===== config.mk =====
export PLATFORM = sky130hd
export DESIGN_NAME = perm_data_pipe_flat
export DESIGN_NICKNAME = d
export VERILOG_FILES = /design/src/rtl/perm_data_pipe_if.sv /design/src/rtl/perm_data_pipe.sv /design/src/flat_wrapper.sv
export SDC_FILE = /design/constraint.sdc
export NUM_CORES = 2
export LEC_CHECK = 0
export ABC_CLOCK_PERIOD_IN_PS = 2050
export BUFFER_PORTS_ARGS = -buffer_cell sky130_fd_sc_hd__buf_2
export CORE_ASPECT_RATIO = 0.5
export CORE_UTILIZATION = 54
export CTS_CLUSTER_SIZE = 28
export DETAILED_ROUTE_END_ITERATION = 6
export PLACE_DENSITY = 0.77
export SYNTH_ARGS = -nofsm -noshare
export SYNTH_HDL_FRONTEND = slang
export SYNTH_SLANG_ARGS = --single-unit
export TNS_END_PERCENT = 10

===== constraint.sdc =====
create_clock -name clk -period 2.05 [get_ports clk]
set_clock_uncertainty 0.2 [all_clocks]
set_input_delay 0.1025 -clock clk [delete_from_list [all_inputs] [get_ports clk]]
set_output_delay 0.1025 -clock clk [all_outputs]
set_load 0.05 [all_outputs]

===== src/rtl/perm_data_pipe_if.sv =====
// Stream bundle for the butterfly permutation pipe: upstream t_* beat with per-lane
// select bits, downstream i_* beat, plus flush and occupancy sideband.
interface perm_data_pipe_if #(
  parameter int LANES = 16,
  parameter int DW    = 32
);
  localparam int D  = $clog2(LANES);
  localparam int OW = $clog2(D + 1);

  logic [LANES*DW-1:0] t_data_dat;
  logic [LANES*D-1:0]  t_addr_dat;
  logic                t_valid;
  logic                t_ready;
  logic [LANES*DW-1:0] i_data_dat;
  logic                i_valid;
  logic                i_ready;
  logic                flush;
  logic [OW-1:0]       occupancy;

  modport master (
    output t_data_dat, t_addr_dat, t_valid, i_ready, flush,
    input  t_ready, i_data_dat, i_valid, occupancy
  );

  modport slave (
    input  t_data_dat, t_addr_dat, t_valid, i_ready, flush,
    output t_ready, i_data_dat, i_valid, occupancy
  );
endinterface


===== src/rtl/perm_data_pipe.sv =====
// D-stage butterfly exchange pipeline: stage s swaps or broadcasts across lane distance
// LANES>>(s+1); select bits ride along with their beat, with a skid-free ready chain.
module perm_data_pipe #(
  parameter int LANES = 16,
  parameter int DW    = 32
) (
  input  logic            clk,
  input  logic            reset_n,
  perm_data_pipe_if.slave bus
);
  localparam int D  = $clog2(LANES);
  localparam int OW = $clog2(D + 1);
  localparam int XW = LANES * DW;
  localparam int AW = LANES * D;

  logic [XW-1:0] data_p   [D];
  logic [AW-1:0] addr_p   [D];
  logic [D-1:0]  vld_p;
  logic [XW-1:0] stage_in [D];
  logic [AW-1:0] addr_in  [D];
  logic [D-1:0]  vld_in;
  logic [D-1:0]  rdy;
  logic          chain;
  logic          accept;
  logic [OW-1:0] occ;

  // Lane k takes its partner k ^ 2^(D-1-s) when its own select bit for stage s is set.
  function automatic logic [XW-1:0] exchange(input logic [XW-1:0] din,
                                             input logic [AW-1:0] sel,
                                             input int            s);
    logic [XW-1:0] r;
    int            p;
    r = '0;
    for (int k = 0; k < LANES; k++) begin
      p = k ^ (1 << (D - 1 - s));
      r[k*DW +: DW] = sel[k*D + s] ? din[p*DW +: DW] : din[k*DW +: DW];
    end
    return r;
  endfunction

  // A stage can move when it is empty or anything downstream of it can drain.
  always_comb begin
    chain = bus.i_ready;
    rdy   = '0;
    for (int s = D - 1; s >= 0; s--) begin
      chain  = chain | !vld_p[s];
      rdy[s] = chain;
    end
  end

  assign bus.t_ready = rdy[0] & !bus.flush;
  assign accept      = bus.t_valid & bus.t_ready;

  for (genvar s = 0; s < D; s++) begin : g_stage
    if (s == 0) begin : g_first
      assign stage_in[s] = bus.t_data_dat;
      assign addr_in[s]  = bus.t_addr_dat;
      assign vld_in[s]   = accept;
    end else begin : g_next
      assign stage_in[s] = data_p[s-1];
      assign addr_in[s]  = addr_p[s-1];
      assign vld_in[s]   = vld_p[s-1];
    end
  end

  // ---- stage registers p0 .. p(D-1) ----
  always_ff @(posedge clk or negedge reset_n) begin
    if (!reset_n) begin
      vld_p <= '0;
      for (int s = 0; s < D; s++) begin
        data_p[s] <= '0;
        addr_p[s] <= '0;
      end
    end else begin
      for (int s = 0; s < D; s++) begin
        if (rdy[s]) begin
          data_p[s] <= exchange(stage_in[s], addr_in[s], s);
          addr_p[s] <= addr_in[s];
          vld_p[s]  <= vld_in[s];
        end
      end
      if (bus.flush) vld_p <= '0;
    end
  end

  always_comb begin
    occ = '0;
    for (int s = 0; s < D; s++) occ = occ + OW'(vld_p[s]);
  end

  assign bus.occupancy  = occ;
  assign bus.i_valid    = vld_p[D-1];
  assign bus.i_data_dat = data_p[D-1];
endmodule


===== src/flat_wrapper.sv =====
// flat-port wrapper written by rule: the top's interface ports become plain ports
module perm_data_pipe_flat 
#(
  parameter int LANES = 16,
  parameter int DW    = 32
)
  (clk, reset_n, bus_t_data_dat, bus_t_addr_dat, bus_t_valid, bus_i_ready, bus_flush, bus_t_ready, bus_i_data_dat, bus_i_valid, bus_occupancy);
  perm_data_pipe_if #(.LANES(LANES), .DW(DW)) bus_i ();
  input  logic clk;
  input  logic reset_n;
  input wire logic [$bits(bus_i.t_data_dat)-1:0] bus_t_data_dat;
  input wire logic [$bits(bus_i.t_addr_dat)-1:0] bus_t_addr_dat;
  input wire logic [$bits(bus_i.t_valid)-1:0] bus_t_valid;
  input wire logic [$bits(bus_i.i_ready)-1:0] bus_i_ready;
  input wire logic [$bits(bus_i.flush)-1:0] bus_flush;
  output wire logic [$bits(bus_i.t_ready)-1:0] bus_t_ready;
  output wire logic [$bits(bus_i.i_data_dat)-1:0] bus_i_data_dat;
  output wire logic [$bits(bus_i.i_valid)-1:0] bus_i_valid;
  output wire logic [$bits(bus_i.occupancy)-1:0] bus_occupancy;
  assign bus_i.t_data_dat = bus_t_data_dat;
  assign bus_i.t_addr_dat = bus_t_addr_dat;
  assign bus_i.t_valid = bus_t_valid;
  assign bus_i.i_ready = bus_i_ready;
  assign bus_i.flush = bus_flush;
  assign bus_t_ready = bus_i.t_ready;
  assign bus_i_data_dat = bus_i.i_data_dat;
  assign bus_i_valid = bus_i.i_valid;
  assign bus_occupancy = bus_i.occupancy;
  perm_data_pipe #(.LANES(LANES), .DW(DW)) u_core (.clk(clk), .reset_n(reset_n), .bus(bus_i));
endmodule

; Yosys cells after proc, flatten, opt, wreduce, memory -nomap -nowiden
; Cells that the tools add are included.
[totals]
reg_bits = 2244
inputBits = 581
output_inout_bits = 517
wordCells = 98
[op_classes]
add_sub_neg = 3
n_mux = 69
bitwise = 6
reduce_logical = 9
[op_table]
columns = cell, count
row1 = two-way mux 32 bit, 64
row2 = nonzero test 2 bit, 4
row3 = adder 3 x 1 -> 3 bit, 2
row4 = logical NOT 1 bit, 5
row5 = two-way mux 1 bit, 4
row6 = two-way mux 4 bit, 1
row7 = OR 1 bit, 4
row8 = adder 1 x 1 -> 2 bit, 1
row9 = bitwise AND 1 bit, 2

; Logic depth before layout (Yosys ltp)
[logic_depth]
word_depth = 9
ltp_mapped = 8

; Worst setup path before layout
; OpenSTA, ideal clock, no wires.
[synth_path]
path_kind = reg-to-output
from = reg u_core.vld_p[3]
to = out bus_t_ready
t_arrival_ps = 2337
required_ps = 1747
path_slack_ps = -589
path_stages_with_launch = 9
path_buffers = 5
cell_sequence = dfrtp_1 and3b_1 buf_2 and3_1 clkbuf_1 buf_6 buf_6 buf_6 nor2_1
[synth_via]
elab_chain_len = 6
[synth_rtl]
columns = element, line_no
row1 = start: declaration, perm_data_pipe.sv:18  ; logic [D-1:0] vld_p;
row2 = start signal: indexed assignment, perm_data_pipe.sv:79  ; vld_p[s] <= vld_in[s];
row3 = logical NOT 1 bit, perm_data_pipe.sv:46  ; chain = chain | !vld_p[s];
row4 = OR 1 bit (4 in a row), perm_data_pipe.sv:46
row5 = bitwise AND 1 bit, perm_data_pipe.sv:51  ; assign bus.t_ready = rdy[0] & !bus.flush;
row6 = end: declaration, flat_wrapper.sv:16  ; output wire logic [$bits(bus_i.t_ready)-1:0] bus_t_ready;
; Every way passes these cells.

; Final worst setup path
[layout_path]
from = reg u_core.vld_p[0]
to = out bus_occupancy[1]
[layout_via]
elab_chain_len = 3
[layout_rtl]
columns = element, line_no
row1 = adder 1 x 1 -> 2 bit, perm_data_pipe.sv:88  ; for (int s = 0; s < D; s++) occ = occ + OW'(vld_p[s]);
row2 = adder 3 x 1 -> 3 bit (2 in a row), perm_data_pipe.sv:88
row3 = end: declaration, flat_wrapper.sv:19  ; output wire logic [$bits(bus_i.occupancy)-1:0] bus_occupancy;
; Every way passes these cells.

==> results.sh <==
export IMPL_result_of_the_run="finished, violations left"
export IMPL_failing_checks="design-rule violations, negative setup slack"
export IMPL_count_of_flip_flops_with_a_built_in_enable_after_synthesis=0
export IMPL_fillCellCount=12896
export IMPL_wire_length_of_the_first_global_routing_pass_mm=600.8
export IMPL_syn_instance_count=9103
export IMPL_synth_async_sr_flop_share=1.000
export IMPL_cts_root_buffer_cell="clkbuf_16"
export IMPL_multiInputGateArea_um2=42500
export IMPL_timing_worst_setup_path_type="reg -> out"
export IMPL_final_nets=11547
export IMPL_cp_max_fo=2
export IMPL_cts_tree="yes"
export IMPL_ys_seq_elements=2148
export IMPL_number_of_core_rows=112
export IMPL_fin_setup_tns_ns=-98.87
export IMPL_cell_types_with_the_highest_counts_after_synthesis="2148 x dfrtp_1, 1536 x mux2i_1, 1072 x nand2_1, 1024 x o21ai_0, 926 x mux2_2"
export IMPL_number_of_global_route_vias_before_repair=82559
export IMPL_worst_setup_hold_path_clk_slew_ns=0.07
export IMPL_fp_dieArea_um2=191800
export IMPL_deepest_clock_path_buffer_count=4
export IMPL_placedCellCount=11999
export IMPL_layout_area_overhead_vs_synth_pct=27.45
export IMPL_syn_area_um2=102600
export IMPL_post_route_cells_drive_above_1_share=0.2771
export IMPL_slew_violations=0
export IMPL_boundaryPins=1098
export IMPL_dieWidth_um=618.4
export IMPL_vias_per_cell=6.277
export IMPL_port_buffer_count=1097
export IMPL_core_area_um2=187600
export IMPL_p_total_mw=117.2
export IMPL_hold_viol_final=0
export IMPL_numCtsBuffers=194
export IMPL_largest_net_degree_at_the_start_of_global_routing=117
export IMPL_final_period_utilization=1.321
export IMPL_groute_usage_overall=0.4429
export IMPL_overflow=0
export IMPL_fmax_mhz=369.2
export IMPL_max_cap_viol_count=0
export IMPL_wirelength_mm=443.7
export IMPL_instances_no_fill=13726
export IMPL_worst_setup_slack_before_clock_tree_synthesis_ns=-0.03183
export IMPL_synth_lib_cells_used_distinct=22
export IMPL_post_synth_top_area_fraction=0.5240
export IMPL_grt_antenna_before_repair=130
export IMPL_synthMostInstantiatedCell="dfrtp_1"
export IMPL_slew_limit_headroom=0.3962
export IMPL_hpwlAfterDp_mm=316.0
export IMPL_h_tree_depth=4
export IMPL_vdd_ir_drop_max_mv=0.7221
export IMPL_finalWorstSetupSlack_ns=-0.6583
export IMPL_pwr_density_cell_nw_per_um2=896.4
export IMPL_whs_ns=0.2025
export IMPL_dr_first_iter_drc_count=12135
export IMPL_drt_first_pass_iters=7
export IMPL_cts_sinks=2148
export IMPL_critPathLaunchType="flip-flop"
export IMPL_chipHeight_um=310.2
export IMPL_globalplace_congestion=1.073
export IMPL_area_sequential_um2=53810
export IMPL_dr_total_vias=86157
export IMPL_rsz_0062_raised_after_global_routing="yes"
export IMPL_synth_area_leader_cell="dfrtp_1"
export IMPL_synth_yosys_seq_area_share=0.5240
export IMPL_post_drt_wl_per_cell_um=32.32
export IMPL_power_leakage_nw=58.99
export IMPL_initial_core_utilization=0.5466
export IMPL_ys_warnings_count=0
export IMPL_worst_ep_arrival_time_ns=2.41
export IMPL_register_to_register_path_setup_slack_ns=-0.41
export IMPL_setup_viol=498
export IMPL_min_delay_path_class="in -> reg"
export IMPL_tightestPinTransition_ns=0.8805
export IMPL_avgSynthCellArea_um2=11.27
export IMPL_endpoint_kind="output port"
export IMPL_clk_insertion_delay_late_ns=0.89
export IMPL_data_required_time_of_the_critical_path_ns=1.75
export IMPL_synth_top_flop_cell="dfrtp_1"
export IMPL_final_min_clock_period_ns=2.708
export IMPL_drtAntennaViolNets=0
export IMPL_netlist_top_cells_area="dfrtp_1 52%, mux2i_1 15%, mux2_2 10%, o21ai_0 5.0%, nand2_1 3.9%"
export IMPL_drc_markers=74
export IMPL_mappedNetlistNets=9687
==> kinds of logic (layout without fill, tap and decap cells) <==
| family | after synthesis | after routing | synth area share |
|---|---|---|---|
| and+or+nand+nor | 1594 | 1594 | 0.05852 |
| DFF | 2148 | 2148 | 0.5240 |
| AOI/OAI and AO/OA | 1538 | 1538 | 0.07509 |
| other | 0 | 100 | 0 |
| buffers and inverters | 1180 | 3195 | 0.06430 |
| muxes | 2640 | 2640 | 0.2776 |
| adders and majority gates | 3 | 3 | 0.0004391 |
==> placed cells by master, fill, tap and decap left out, drive strengths merged <==
master       instances
a21oi              513
and3                 1
and3b                1
buf               1595
bufbuf               1
bufinv              17
clkbuf             297
clkinv              37
clkinvlp             6
dfrtp             2148
diode              100
dlygate4sd3       1236
fa                   1
ha                   2
inv                  6
mux2              1104
mux2i             1536
nand2             1072
nand3b               1
nand4b               1
nor2               517
nor2b                1
o21ai             1024
o21ba                1
==> registers in the layout, indices dropped and copies added, names as in the netlist <==
signal                 flops
u_core.data_p           1536
u_core.addr_in            96
u_core.vld_p               4
u_core.bus.i_data_dat    512
==> what timing repair did <==
item | CTS | global route
gates resized for setup | 74 | 109
cloned | 7 | 10
buffers inserted | 11 | 13
setup endpoints to repair | 260 | 657
endpoints found under the hold margin | 3086 | 0
pin swaps | 4 | 4
hold buffers | 1237 | 0
==> power breakdown <==
| part | internal [mW] | leakage [nW] | switching, mW |
|---|---|---|---|
| Sequential | 47.2 | 25.0 | 6.05 |
| Clock | 21.6 | 3.23 | 17.6 |
| Combinational | 8.74 | 30.7 | 16.0 |
==> worst paths after layout <==
path	startpoint	end	cells after the start
min	bus_t_addr_dat[48]	u_core.data_p[1933]	4
max reg2reg	u_core.vld_p[0]	u_core.data_p[1616]	10
max in group asynchronous	reset_n	u_core.bus.i_data_dat[437]	6
min reg2reg	u_core.addr_in[127]	u_core.addr_in[63]	2
min in group asynchronous	reset_n	u_core.bus.i_data_dat[86]	4
max	u_core.vld_p[0]	bus_occupancy[1]	4
==> layer usage <==
layer | up-vias | global-route usage | wire [um]
met2 | 6458 | 0.6261 | 183100
li1 | 34758 | - | -
met5 | - | 0.03088 | 1036
met1 | 42716 | 0.5676 | 161400
met3 | 2151 | 0.1863 | 64980
met4 | 74 | 0.2588 | 33140
==> layout make-up <==
class / count / share of cell area
clock inverters: 65 / 0.006078
repair buffers: 2843 / 0.1873
clock buffers: 286 / 0.04394
diodes: 100 / 0.001914
flip-flops and latches: 2148 / 0.4117
multi-input cells: 5775 / 0.3251
well taps: 2508 / 0.02400
inverters: 1 / 0.00002871
==> per-stage QoR <==
stage	utilization	cell area, um2
floorplan	-	102800
global placement	0.5874	110200
detailed placement	0.5874	110200
CTS	0.6913	129700
global route	0.6962	130600
finish	0.6967	130700
==> worst max-delay path: stages (launching register included) <==
cell     delay, ns
dfrtp_1       0.41
ha_4          0.26
fa_2          0.40
ha_4          0.30
buf_8         0.14
Power figures use the tool's default switching activity.
